File: src/rtl/aes_pkg.sv
// Shared types and constants for the AES encryption round datapath.
package aes_pkg;

  localparam int ROW_W  = 32;
  localparam int BYTE_W = 8;

  typedef logic [127:0] aes_block_t;

  typedef enum logic [1:0] {
    EMPTY = 2'd0,
    ONE   = 2'd1,
    TWO   = 2'd2
  } buf_state_t;

endpackage

File: src/rtl/shift_rows_fwd.sv
// Forward AES ShiftRows on a row-major block: row r rotates left by r bytes.
module shift_rows_fwd
  import aes_pkg::*;
(
  input  aes_block_t in_block,
  output aes_block_t out_block
);

  logic [ROW_W-1:0] row0, row1, row2, row3;

  assign row0 = in_block[127:96];
  assign row1 = in_block[95:64];
  assign row2 = in_block[63:32];
  assign row3 = in_block[31:0];

  assign out_block = {
    row0,
    {row1[ROW_W-BYTE_W-1:0],   row1[ROW_W-1 -: BYTE_W]},
    {row2[ROW_W-2*BYTE_W-1:0], row2[ROW_W-1 -: 2*BYTE_W]},
    {row3[BYTE_W-1:0],         row3[ROW_W-1 -: 3*BYTE_W]}
  };

endmodule

File: src/rtl/shift_rows_pipe.sv
// ShiftRows stage with a 2-entry elastic output buffer (head H + skid S) and delivered-block counter.
module shift_rows_pipe
  import aes_pkg::*;
#(
  parameter int CNT_W = 16
) (
  input  logic             clk,
  input  logic             rst,
  input  logic             flush,
  input  logic             in_valid,
  output logic             in_ready,
  input  logic [127:0]     in_block,
  input  logic             in_last,
  output logic             out_valid,
  input  logic             out_ready,
  output logic [127:0]     out_block,
  output logic             out_last,
  output logic [CNT_W-1:0] blk_count
);

  aes_block_t       shifted;
  buf_state_t       state_q, state_d;
  aes_block_t       h_q, h_d, s_q, s_d;
  logic             h_last_q, h_last_d, s_last_q, s_last_d;
  logic [CNT_W-1:0] cnt_q, cnt_d;
  logic             accept, deliver;

  shift_rows_fwd u_fwd (
    .in_block  (in_block),
    .out_block (shifted)
  );

  // Both decodes come straight from the state register, so in_ready never depends on out_ready.
  assign in_ready  = (state_q != TWO);
  assign out_valid = (state_q != EMPTY);
  assign accept    = in_valid & in_ready;
  assign deliver   = out_valid & out_ready;

  always_comb begin
    state_d  = state_q;
    h_d      = h_q;
    h_last_d = h_last_q;
    s_d      = s_q;
    s_last_d = s_last_q;
    cnt_d    = cnt_q + {{(CNT_W-1){1'b0}}, deliver};

    if (flush) begin
      state_d  = EMPTY;
      h_d      = '0;
      h_last_d = 1'b0;
      s_d      = '0;
      s_last_d = 1'b0;
    end else begin
      case (state_q)
        EMPTY: begin
          if (accept) begin
            h_d      = shifted;
            h_last_d = in_last;
            state_d  = ONE;
          end
        end
        ONE: begin
          if (accept && deliver) begin
            h_d      = shifted;
            h_last_d = in_last;
          end else if (accept) begin
            s_d      = shifted;
            s_last_d = in_last;
            state_d  = TWO;
          end else if (deliver) begin
            // Keep the head at zero whenever nothing is presented.
            h_d      = '0;
            h_last_d = 1'b0;
            state_d  = EMPTY;
          end
        end
        TWO: begin
          if (deliver) begin
            h_d      = s_q;
            h_last_d = s_last_q;
            s_d      = '0;
            s_last_d = 1'b0;
            state_d  = ONE;
          end
        end
        default: state_d = EMPTY;
      endcase
    end
  end

  always_ff @(posedge clk) begin
    if (rst) begin
      state_q  <= EMPTY;
      h_q      <= '0;
      h_last_q <= 1'b0;
      s_q      <= '0;
      s_last_q <= 1'b0;
      cnt_q    <= '0;
    end else begin
      state_q  <= state_d;
      h_q      <= h_d;
      h_last_q <= h_last_d;
      s_q      <= s_d;
      s_last_q <= s_last_d;
      cnt_q    <= cnt_d;
    end
  end

  assign out_block = h_q;
  assign out_last  = h_last_q;
  assign blk_count = cnt_q;

endmodule

File: config.mk
export PLATFORM = sky130hd
export DESIGN_NAME = shift_rows_pipe
export DESIGN_NICKNAME = d
export VERILOG_FILES = /design/src/rtl/aes_pkg.sv /design/src/rtl/shift_rows_fwd.sv /design/src/rtl/shift_rows_pipe.sv
export SDC_FILE = /design/constraint.sdc
export NUM_CORES = 1
export LEC_CHECK = 0
export ABC_AREA = 1
export CAP_MARGIN = 20
export CORE_ASPECT_RATIO = 1.2
export CORE_UTILIZATION = 47
export CTS_CLUSTER_DIAMETER = 50
export DETAILED_ROUTE_END_ITERATION = 10
export PLACE_DENSITY = 0.74
export SKIP_LAST_GASP = 1
export SYNTH_ARGS = -nofsm -noshare
export SYNTH_HDL_FRONTEND = slang
export SYNTH_SLANG_ARGS = --single-unit
File: constraint.sdc
create_clock -name clk -period 2 [get_ports clk]
set_input_delay 0.2 -clock clk [delete_from_list [all_inputs] [get_ports clk]]
set_output_delay 0.2 -clock clk [all_outputs]
set_load 0.02 [all_outputs]
# ---- Yosys cells after proc, flatten, opt, wreduce, memory -nomap -nowiden
# Cells that the tools add are included.
dict set report op_classes {
  multipliers 0
  div 0
  n_lt_le_gt_ge 0
  bitwise 2
  shift 0
  n_reduce_logical 9
  n_mux 22
  n_eq_ne 10
  addsub 1
}
# cell count
set op_table {}
lappend op_table {{$mux 128} 6}
lappend op_table {{$pmux 128 s3} 1}
lappend op_table {{$pmux 128 s2} 1}
lappend op_table {{$add 16x1->16} 1}
lappend op_table {{$mux 2} 5}
lappend op_table {{$ne 2x2->1 const B} 5}
lappend op_table {{$ne 3x3->1 const B} 3}
lappend op_table {{$reduce_and 4->1} 2}
lappend op_table {{$mux 1} 6}
lappend op_table {{$pmux 2 s3} 1}
lappend op_table {{$reduce_and 5->1} 1}
lappend op_table {{$reduce_bool 2->1} 2}
lappend op_table {{$pmux 1 s3} 1}
lappend op_table {{$reduce_bool 3->1} 1}
lappend op_table {{$and 1x1->1} 2}
lappend op_table {{$eq 2x1->1 const B} 1}
lappend op_table {{$eq 2x2->1 const B} 1}
lappend op_table {{$logic_not 2->1} 1}
lappend op_table {{$pmux 1 s2} 1}
lappend op_table {{$reduce_or 2->1} 1}
lappend op_table {{$logic_and 1x1->1} 1}
dict set report word_totals {
  romBits 0
  mem_count 0
  inputBits 134
  latch_bits 0
  output_inout_bits 147
  regBits 276
  ram_bits 0
}

# ---- Depth between registers and ports, before layout
# Gate-level depths: netlist of the first run.
dict set report depth {
  word_depth 6
  ltp_mapped 14
  ltp_nobuf 14
}

# ---- By module
# From an unflattened synthesis of the first run, not the netlist that was laid out.
dict set report hier_totals {
  hier_cells 2266
  hier_area_um2 14386.3
}
# module area_per_inst_um2 seq_area_each_um2 n_inst cells_each
set modules_own_cells {}
lappend modules_own_cells {shift_rows_pipe 13425.4 5525.3 1 2138}
lappend modules_own_cells {shift_rows_fwd 960.9 0.0 1 128}

# ---- Worst setup path before layout of the first run
# No wires, ideal clock.
dict set report synth_timing {
  path_kind {reg2reg}
  startpoint {register state_q[0]}
  endpoint {register h_q[0], in the netlist out_block[0]}
  setup_time_ps 114
  stages_incl_launch_ff 11
  period_less_slack_ps 1880
  slack_ps 120
  arrival_ps 1767
  required_time_ps 1886
  cell_sequence {dfxtp_1 inv_1 ha_1 inv_1 nand2_1 nand2_1 buf_2 clkbuf_1 nand4_1 a21oi_1 nor2_1}
}
dict set report synth_between {
  elab_chain_len 5
  word_cells_on_any_way 16
}
# item line
set synth_rtl {}
lappend synth_rtl {{from (decl)} shift_rows_pipe.sv:22} ;# buf_state_t state_q, state_d;
lappend synth_rtl {{from (signal assigned)} shift_rows_pipe.sv:100} ;# state_q <= state_d;
lappend synth_rtl {{$ne 2x2->1 (*)} shift_rows_pipe.sv:34} ;# assign in_ready = (state_q != TWO);
lappend synth_rtl {{net in_ready} shift_rows_pipe.sv:11} ;# output logic in_ready,
lappend synth_rtl {{$and 1x1->1 (*)} shift_rows_pipe.sv:36} ;# assign accept = in_valid & in_ready;
lappend synth_rtl {{$logic_and 1x1->1} shift_rows_pipe.sv:63} ;# if (accept && deliver) begin
lappend synth_rtl {{$ne 3x3->1 (no source line) or $mux 128 (tied branches)} n/a}
lappend synth_rtl {{$reduce_and 5->1 (no source line) or $pmux 128 s3 (tied branches)} n/a}
lappend synth_rtl {{to (signal assigned)} shift_rows_pipe.sv:94} ;# h_q <= '0;
lappend synth_rtl {{to (signal assigned)} shift_rows_pipe.sv:101} ;# h_q <= h_d;
lappend synth_rtl {{to (decl)} shift_rows_pipe.sv:23} ;# aes_block_t h_q, h_d, s_q, s_d;
# Mark *: on every way through the listed nets, which the timed path passes. The rest lies on a longest branch.
# A chain may end at the register's enable or synchronous reset.

# ---- Worst setup path after layout of the first run
dict set report layout_timing {
  startpoint {register state_q[0]}
  endpoint {register h_q[79], in the netlist out_block[79]}
}
dict set report layout_between {
  elab_chain_len 5
  word_cells_on_any_way 16
}
# item line
set layout_rtl {}
lappend layout_rtl {{$ne 2x2->1 or $reduce_bool 2->1 (tied branches)} {shift_rows_pipe.sv:34, shift_rows_pipe.sv:35}}
lappend layout_rtl {{$and 1x1->1, on equally long branches} {shift_rows_pipe.sv:36, shift_rows_pipe.sv:37}}
lappend layout_rtl {{$logic_and 1x1->1} shift_rows_pipe.sv:63}
lappend layout_rtl {{$ne 3x3->1 (no source line) or $mux 128 (tied branches)} n/a}
lappend layout_rtl {{$reduce_and 5->1 (no source line) or $pmux 128 s3 (tied branches)} n/a}
# Parallel ways exist; a longest one is shown, timed or not.

==> reports/metrics.yaml, run 1 <==
crit_arrival_ns: 2.36
finalClockSkew_ns: 0.00986
netlist_instances: 2138
status: "finished, final reports clean"
clk_latency_ns: 0.56
avgSynthCellArea_um2: 6.28
crit_path_end_kind: "flip-flop"
hp-class: "input pin to flip-flop"
cap_violations: 0
ir_drop_mv: 0.744
crit_type: "flip-flop to flip-flop"
p_seq_share_pct: 35.8
syn-num-nets: 2279
clockRootBuffer: "clkbuf_16"
required_ns: 2.45
cp_cell_sequence: "inv_2 > ha_1 > inv_1 > nand2_1 > nand2_4 > buf_4 > buf_12 > nand4_1 > a21oi_1 > nor2_1"
critical-path-max-stage-delay_ns: 0.34
vias: 14427
grt_pass1_vias: 13473
drc: 0
maxSlewHeadroom_pct: 69.5
setup_slack_ns: 0.0929
wl_per_cell_um: 16.1
final_cell_mix: "nand2_1 (680), nor2_1 (416), clkdlybuf4s50_1 (278)"
drv_slew: 0
cts_buffers: 31
ant_nets: 0
grt_pass1_wl_mm: 67.3
die_area_um2: 29200
fin_nets: 2495
min_path_cells: 3
cts_hold_buf: 0
ys_ff_latch: 276
wirelength_mm: 44.3
comb_power_share_pct: 31.6
n_fill_cell: 2523
port_buffers: 280
cp_slowest_cell: "dfxtp_1"
start_kind: "flip-flop"
finalSetupViolCount: 0
fin_area_um2: 18300
pwr-share-clk_pct: 32.6
path_max_fanout: 34
synth_cell_type_count: 21
path_delay_family: "simple AND/OR/NAND/NOR gates"
p_leak_nw: 7.61
fmax_mhz: 524
cts.clk_slew.worst_paths_ns: 0.06
switching_share_pct: 33.1
p_int_mw: 11.5
synth-seq-area-share_pct: 41.2
power_switching_mw: 5.71
overflow: 0
tns_ns: 0
layout_commonest_cell: "nand2_1"
grt_use_total_pct: 28.0
antenna_found_initial: 2
place.gp.congestion: 0.823
fin_crit_ns: 1.91
yosys_warnings: 0
area_growth_pct: 36.7
die_h_um: 187
worst_pin_slew_ns: 0.458
cts.sink_count: 276
drtIter0Drc: 1293
start_util_pct: 47.9
first_pass_iters: 7
cts_tree: "yes"
pin_count: 281
clock_path_buffers: 3
die_w_um: 156
power_density_nw_per_um2: 938
dp_slack_ns: -0.171
rrSetupSlack_ns: 0.09
ff2ff_path_depth: 10
dpl_cell_area_um2: 16800
hold_viol: 0
grt_max_degree: 96
dp_hpwl_mm: 24.9
finalCritPeriodShare_pct: 95.4
worst-path-buf-inv: 4
synth_area_um2: 13400
cts_max_level: 1
core.rowCount: 67
drive_gt1_share_pct: 6.23
coreArea_um2: 28000
viasPerCell: 5.23
cp.depth: 10
## logic make-up after synthesis
| kind of cell | count (synthesis) | synth area share, % |
|---|---|---|
| AO/OA/AOI/OAI | 140 | 5.27 |
| XOR/XNOR | 4 | 0.261 |
| adder cells (fa/ha/maj) | 7 | 0.652 |
| buffers and inverters | 325 | 10.0 |
| flip-flops | 276 | 41.2 |
| AND/OR/NAND/NOR | 1386 | 42.6 |
## metrics by stage
step / cells / power, mW / hold WS, ns / utilization, %
2_1_floorplan: 2138 / 9.28 / 0.278 / -
3_3_place_gp: 2678 / 11.0 / 0.448 / 60.0
3_5_place_dp: 2678 / 11.1 / 0.458 / 60.0
4_1_cts: 2737 / 16.8 / 0.276 / 64.1
5_1_grt: 2756 / 18.0 / 0.288 / 65.5
6_report: 2756 / 17.2 / 0.289 / 65.5
## worst register-to-register path, stage by stage (launching register included)
cell,delay [ns]
dfxtp_1,0.34
inv_2,0.08
ha_1,0.25
inv_1,0.09
nand2_1,0.16
nand2_4,0.19
buf_4,0.15
buf_12,0.19
nand4_1,0.12
a21oi_1,0.17
nor2_1,0.06
## registers in the layout, summed over array words and instances (netlist names)
signal	flops
s_q	128
s_last_q	1
out_last	1
out_block	128
state_q	2
blk_count	16
## cells in the mapped netlist, drive strengths merged
master	n	area, um^2
nor2	425	1600
nand4	134	838
xor2	3	26.3
dfxtp	276	5530
buf	88	458
inv	156	586
o21a	1	7.51
a21oi	136	681
clkbuf	81	304
nand3	140	701
xnor2	1	8.76
o21ai	3	18.8
and2	1	6.26
nand2	684	2570
ha	7	87.6
nor3	2	10.0
## layout make-up
| cell class | count | area (um^2) | share of cell area, % |
|---|---|---|---|
| Antenna cell | 1 | 2.50 | 0.0136 |
| Clock buffer | 42 | 877 | 4.78 |
| Clock inverter | 13 | 125 | 0.682 |
| Inverter | 156 | 593 | 3.23 |
| Multi-Input combinational cell | 1537 | 6680 | 36.4 |
| Sequential cell | 276 | 5530 | 30.1 |
| Tap cell | 379 | 474 | 2.58 |
| Timing Repair Buffer | 352 | 4070 | 22.2 |
## what timing repair did
| action | in CTS | in global routing |
|---|---|---|
| pin swaps | 2 | 3 |
| buffers inserted | 2 | 7 |
| setup endpoints to repair | 264 | 269 |
| resized for setup | 14 | 28 |
| gates cloned | 2 | 11 |
## power by group through the flow
stage / Sequential [mW] / Clock, mW / Combinational [mW]
after CTS: 6.15 / 5.69 / 4.96
after floorplan: 6.54 / 0 / 2.75
final: 6.16 / 5.62 / 5.44
after global routing: 6.20 / 5.93 / 5.92
after global placement: 6.26 / 0 / 4.77
after detailed placement: 6.27 / 0 / 4.82
## layer usage
layer | wire (um) | up-vias | global-route usage [%]
li1 | - | 7142 | -
met1 | 18000 | 6583 | 34.5
met2 | 21100 | 606 | 47.6
met3 | 3520 | 94 | 4.73
met4 | 1600 | 2 | 12.2
met5 | 12 | - | 0
## worst paths after layout
kind                                 to               startpoint
max          out_block[79]$_SDFFE_PP0P_  state_q[0]$_SDFFE_PP0P_
min reg2reg         s_q[4]$_SDFFE_PP0P_      s_q[4]$_SDFFE_PP0P_
max reg2reg  out_block[79]$_SDFFE_PP0P_  state_q[0]$_SDFFE_PP0P_
min          out_block[69]$_SDFFE_PP0P_             in_block[93]
(Power assumes the default switching activity.)
==> inputs of run 2 (changes only) <==
CORE_UTILIZATION = 50   (was 47)
PLACE_DENSITY = 0.79   (was 0.74)
==> reports/metrics.yaml, run 2 (synthesis results as in run 1) <==
status: "finished, final reports clean"
path_max_fanout: 4  # -88%
cts_hold_buf: 0  # unchanged
tns_ns: 0  # unchanged
area_growth_pct: 35.4
clockRootBuffer: "clkbuf_16"
pwr-share-clk_pct: 32.5  # about the same
finalCritPeriodShare_pct: 98.7  # +3.4 points
clock_path_buffers: 3  # unchanged
overflow: 0  # unchanged
hold_viol: 0  # unchanged
fin_nets: 2490  # -0.20%
finalClockSkew_ns: 0.0119  # +0.00204 ns
cts.sink_count: 276  # unchanged
dp_hpwl_mm: 25.0  # +0.31%
power_density_nw_per_um2: 942  # +0.37%
dp_cells: 2624  # -2.0%
start_util_pct: 50.9  # +3.0 points
cts.clk_slew.worst_paths_ns: 0.07  # about the same
die_h_um: 182  # -3.0%
pin_count: 281  # unchanged
crit_type: "flip-flop to output port"
die_area_um2: 27500  # -5.9%
port_buffers: 280  # unchanged
crit_path_end_kind: "output port"
n_fill_cell: 2186  # -13%
coreArea_um2: 26400  # -5.9%
vias: 14852  # +2.9%
finalSetupViolCount: 0  # unchanged
first_pass_iters: 8  # +1
comb_power_share_pct: 31.5  # about the same
wirelength_mm: 44.9  # +1.4%
grt_pass1_vias: 13755  # +2.1%
required_ns: 1.80  # -0.65 ns
ant_nets: 0  # unchanged
wl_per_cell_um: 16.6  # +3.2%
final_cell_mix: "nand2_1 (678), nor2_1 (421), clkdlybuf4s50_1 (278)"
cts_buffers: 29  # -6.5%
p_leak_nw: 7.57  # -0.49%
drtIter0Drc: 1560  # +21%
viasPerCell: 5.49  # +4.8%
drv_slew: 0  # unchanged
clk_latency_ns: 0.55  # about the same
hp-class: "input pin to flip-flop"
place.gp.congestion: 0.829  # +0.72%
worst_pin_slew_ns: 0.763  # +0.306 ns
grt_max_degree: 83  # -14%
core.rowCount: 65  # -3.0%
fmax_mhz: 506  # -3.4%
ir_drop_mv: 0.625  # -16%
p_seq_share_pct: 36.0  # +0.2 points
cts_tree: "yes"
antenna_found_initial: 0  # -2
crit_arrival_ns: 1.77  # -0.59 ns
instances_no_fill: 2707  # -1.8%
start_kind: "flip-flop"
cap_violations: 0  # unchanged
switching_share_pct: 33.3  # +0.11 points
grt_pass1_wl_mm: 67.5  # +0.20%
drc: 0  # unchanged
power_switching_mw: 5.69  # -0.20%
p_int_mw: 11.4  # -0.70%
grt_use_total_pct: 30.0  # +2.1 points
layout_commonest_cell: "nand2_1"
rsz0062_at_grt: "true"
die_w_um: 152  # -3.0%
maxSlewHeadroom_pct: 49.1  # -20 points
cts_max_level: 1  # unchanged
drive_gt1_share_pct: 6.07  # -0.16 points
fin_crit_ns: 1.97  # +0.0677 ns
[run 2: cell count changes in the layout (fill, tap and decap cells not counted), moves of 2 or more]
cell / before / now
buf_12: 36 / 25
buf_4: 18 / 25
bufbuf_16: 0 / 2
clkbuf_1: 5 / 3
nand2_1: 680 / 678
nand2_2: 1 / 3
nor2_1: 416 / 421
nor2_2: 7 / 0
nor2_4: 2 / 4
[run 2: layer usage]
metal | up-vias | global-route usage (%) | part of all wire, %
met5 | - | 0 | 0
met4 | 0 | 15.3 | 4.3
met3 | 129 | 5.05 | 9.6
met2 | 808 | 51.2 | 47
met1 | 6779 | 35.9 | 39
li1 | 7136 | - | -
[run 2: worst max-delay path, stage by stage (launching register included)]
cell,delay (ns)
dfxtp_2,0.34
inv_2,0.11
ha_2,0.25
inv_1,0.07
buf_4,0.14
dlygate4sd2_1,0.31
[run 2: area by class of cell]
type	count	area, um^2	area share [%]
Timing Repair Buffer	349	3970	21.8
Sequential cell	276	5530	30.4
Clock inverter	15	163	0.895
Antenna cell	1	2.50	0.0138
Clock buffer	38	820	4.51
Inverter	156	591	3.25
Tap cell	335	419	2.31
Multi-Input combinational cell	1537	6690	36.8
[run 2: what timing repair did]
item | 4_1_cts | 5_1_grt
cloned | 3 | 9
setup endpoints to repair | 102 | 261
buffers inserted | 4 | 13
resized for setup | 7 | 24
pin swaps | 0 | 7
[run 2: power by group through the flow]
| stage | Combinational, mW | Sequential (mW) | Clock [mW] |
|---|---|---|---|
| after floorplan | 2.75 | 6.54 | 0 |
| after global placement | 4.70 | 6.26 | 0 |
| after detailed placement | 4.78 | 6.27 | 0 |
| after CTS | 4.99 | 6.16 | 5.60 |
| after global routing | 5.86 | 6.21 | 5.84 |
| final | 5.39 | 6.17 | 5.57 |
[run 2: final timing paths]
check / endpoint / from / slack [ns] / depth (start not counted)
max: in_ready / state_q[0]$_SDFFE_PP0P_ / 0.03 / 5
min: out_block[125]$_SDFFE_PP0P_ / in_block[125] / 0.30 / 3
max reg2reg: s_q[80]$_SDFFE_PP0P_ / state_q[0]$_SDFFE_PP0P_ / 0.05 / 12
min reg2reg: s_q[2]$_SDFFE_PP0P_ / s_q[2]$_SDFFE_PP0P_ / 0.47 / 2
[run 2: through the flow]
step           setup slack, ns  hold WS (ns)  total power, mW  cell area (um^2)  util (%)
3_3_place_gp           -0.0211         0.448             11.0             16600      63.0
2_1_floorplan            0.120         0.278             9.28             13400         -
6_report                0.0252         0.297             17.1             18200      69.0
4_1_cts               -0.00802         0.284             16.8             17700      67.3
3_5_place_dp           -0.0995         0.458             11.0             16600      63.0
5_1_grt                 -0.102         0.310             17.9             18200      69.0
==> inputs of run 3 (changes only) <==
CORE_UTILIZATION = 48   (was 50)
CTS_BUF_LIST = sky130_fd_sc_hd__clkbuf_8   (was default)
PLACE_DENSITY = 0.8   (was 0.79)
clock period = 1.7 ns   (was 2 ns; I/O delays follow)
==> reports/metrics.yaml, run 3 (synthesis results as in run 1) <==
layout_commonest_cell: "nand2_1"
wirelength_mm: 47.8  # +6.6%
violations: "negative setup slack"
crit_arrival_ns: 2.32  # +0.55 ns
p_seq_share_pct: 35.5  # -0.5 points
overflow: 0  # unchanged
fin_crit_ns: 1.85
cts.sink_count: 276  # unchanged
p_int_mw: 13.4  # +17%
port_buffers: 280  # unchanged
comb_power_share_pct: 37.6  # +6.1 points
die_area_um2: 28600  # +4.1%
viasPerCell: 5.37  # -2.0%
critical-path-max-stage-delay_ns: 0.40  # +0.06 ns
required_ns: 2.17  # +0.37 ns
status: "finished with violations"
cts_tree: "yes"
power_switching_mw: 7.08  # +24%
fmax_mhz: 540
core.rowCount: 66  # +1.5%
switching_share_pct: 34.6  # +1.4 points
drv_slew: 0  # unchanged
rsz0062_at_grt: "true"
cap_violations: 0  # unchanged
maxSlewHeadroom_pct: 65.1  # +16 points
top_usage_layer: "met2"
r2r_end: "s_q[20]$_SDFFE_PP0P_"
drive_gt1_share_pct: 13.7  # +7.6 points
grt_use_met2_pct: 53.6  # +2.5 points
grt_use_total_pct: 30.8  # +0.78 points
area_growth_pct: 47.9
first_pass_iters: 6  # -2
vias: 15420  # +3.8%
antenna_found_initial: 6  # +6
hp-class: "input pin to flip-flop"
worstHoldEndpoint: "out_block[21]$_SDFFE_PP0P_"
crit_path_end_kind: "flip-flop"
final_cell_mix: "nand2_1 (642), nor2_1 (384), dfxtp_1 (274)"
start_kind: "flip-flop"
coreArea_um2: 27300  # +3.7%
die_h_um: 185  # +2.0%
min_from: "in_block[29]"
clk_latency_ns: 0.58  # +0.03 ns
finalPower_mw: 20.5  # +20%
grt_pass1_wl_mm: 71.9  # +6.6%
drtIter0Drc: 1321  # -15%
setup_slack_ns: -0.153  # -0.178 ns
finalClockSkew_ns: 0.0274  # +0.0155 ns
cts_hold_buf: 0  # unchanged
n_fill_cell: 2097  # -4.1%
p_leak_nw: 8.74  # +15%
crit_type: "flip-flop to flip-flop"
cp_cell_sequence: "inv_4 > ha_4 > inv_4 > nand2_4 > nor2_4 > nor2_4 > and2_4 > buf_12 > buf_12 > nor2_1 > nor2_1"
fin_nets: 2606  # +4.7%
ir_drop_mv: 0.785  # +25%
drc: 0  # unchanged
power_density_nw_per_um2: 1030  # +9.5%
grt_pass1_vias: 14561  # +5.9%
rrSetupSlack_ns: -0.15  # -0.20 ns
ant_nets: 0  # unchanged
rr_startpoint: "state_q[1]$_SDFFE_PP0P_"
start_util_pct: 49.1  # -1.8 points
dp_cells: 2721  # +3.7%
dp_hpwl_mm: 26.9  # +7.7%
grtUsageMet3_pct: 5.10  # +0.050 points
place.gp.congestion: 0.867  # +4.5%
final_util_pct: 72.6  # +3.6 points
instances_no_fill: 2869  # +6.0%
cts_max_level: 2  # +1
wl_per_cell_um: 16.7  # +0.56%
hold_viol: 0  # unchanged
path_max_fanout: 22  # +18
die_w_um: 155  # +2.0%
clockRootBuffer: "clkbuf_8"
grt_max_degree: 72  # -13%
clock_path_buffers: 3  # unchanged
finalCritPeriodShare_pct: 109
ff2ff_path_depth: 11  # -1
worst_pin_slew_ns: 0.523  # -0.240 ns
cts_buffers: 47  # +62%
pwr-share-clk_pct: 26.9  # -5.6 points
min_path_cells: 3  # unchanged
cts.clk_slew.worst_paths_ns: 0.06  # about the same
pin_count: 281  # unchanged
cp_slowest_cell: "dfxtp_4"
met1_usage_pct: 36.0  # about the same
finalSetupViolCount: 260  # +260
run 3: changes by cell type in the layout (fill, tap and decap cells not counted), sizes merged:
| cell | change |
|---|---|
| inv | +19 |
| bufinv | -2 |
| bufbuf | -2 |
| diode | +5 |
| dlygate4sd2 | +65 |
| buf | +96 |
| clkdlybuf4s50 | -67 |
| clkinvlp | -1 |
| clkbuf | +19 |
| clkinv | -9 |
run 3: worst max path at each step:
stage          slack, ns  depth (start not counted)                          end                    start
2_1_floorplan      -0.03                         10   out_block[87]$_SDFFE_PP0P_  state_q[1]$_SDFFE_PP0P_
3_3_place_gp       -0.17                          9        s_q[100]$_SDFFE_PP0P_  state_q[0]$_SDFFE_PP0P_
3_5_place_dp       -0.28                          9  out_block[101]$_SDFFE_PP0P_  state_q[1]$_SDFFE_PP0P_
4_1_cts             -0.1                         12   out_block[32]$_SDFFE_PP0P_  state_q[0]$_SDFFE_PP0P_
5_1_grt            -0.20                         10         s_q[24]$_SDFFE_PP0P_  state_q[1]$_SDFFE_PP0P_
6_report           -0.15                         11         s_q[20]$_SDFFE_PP0P_  state_q[1]$_SDFFE_PP0P_
run 3: metal layers:
layer / share of wire, % / up-vias
li1: - / 7384
met1: 38 / 7012
met2: 49 / 854
met3: 8.0 / 170
met4: 5.2 / 0
met5: 0 / -
run 3: repair_timing:
action                     in CTS  in global routing
gates resized for setup       153                118
buffers inserted               24                 20
setup endpoints to repair     335                326
hold endpoints to repair        0                  0
gates cloned                   15                 16
pin swaps                      28                 74
run 3: cell type report:
| cell class | instances | area, um^2 | share of cell area (%) |
|---|---|---|---|
| Inverter | 156 | 601 | 3.02 |
| Timing Repair Buffer | 447 | 5370 | 27.0 |
| Multi-Input combinational cell | 1537 | 7050 | 35.5 |
| Tap cell | 374 | 468 | 2.36 |
| Clock buffer | 51 | 702 | 3.54 |
| Clock inverter | 22 | 118 | 0.592 |
| Sequential cell | 276 | 5530 | 27.9 |
| Antenna cell | 6 | 15.0 | 0.0756 |
run 3: worst max-delay path: cells and delay by family (launching register included):
family / cells / cell delay (ns)
buffers and inverters: 4 / 0.44
AND/OR/NAND/NOR: 6 / 0.72
adder cells (fa/ha/maj): 1 / 0.18
flip-flops: 1 / 0.40
run 3: per-stage QoR:
step           instance area [um^2]  hold WS [ns]  TNS [ns]  setup WS (ns)
6_report                      19900         0.250    -21.49         -0.153
5_1_grt                       19900         0.263    -40.02         -0.205
4_1_cts                       19000         0.223     -7.35        -0.0962
3_5_place_dp                  17300         0.458    -49.96         -0.276
3_3_place_gp                  17300         0.449    -32.85         -0.169
2_1_floorplan                 13500         0.249     -1.28        -0.0261
run 3: power by group through the flow:
stage | sequential (mW) | clock (mW) | combinational (mW)
after floorplan | 7.69 | 0 | 3.27
after global placement | 7.35 | 0 | 5.82
after detailed placement | 7.37 | 0 | 5.91
after CTS | 7.24 | 5.55 | 6.84
after global routing | 7.30 | 5.87 | 8.28
final | 7.26 | 5.51 | 7.70
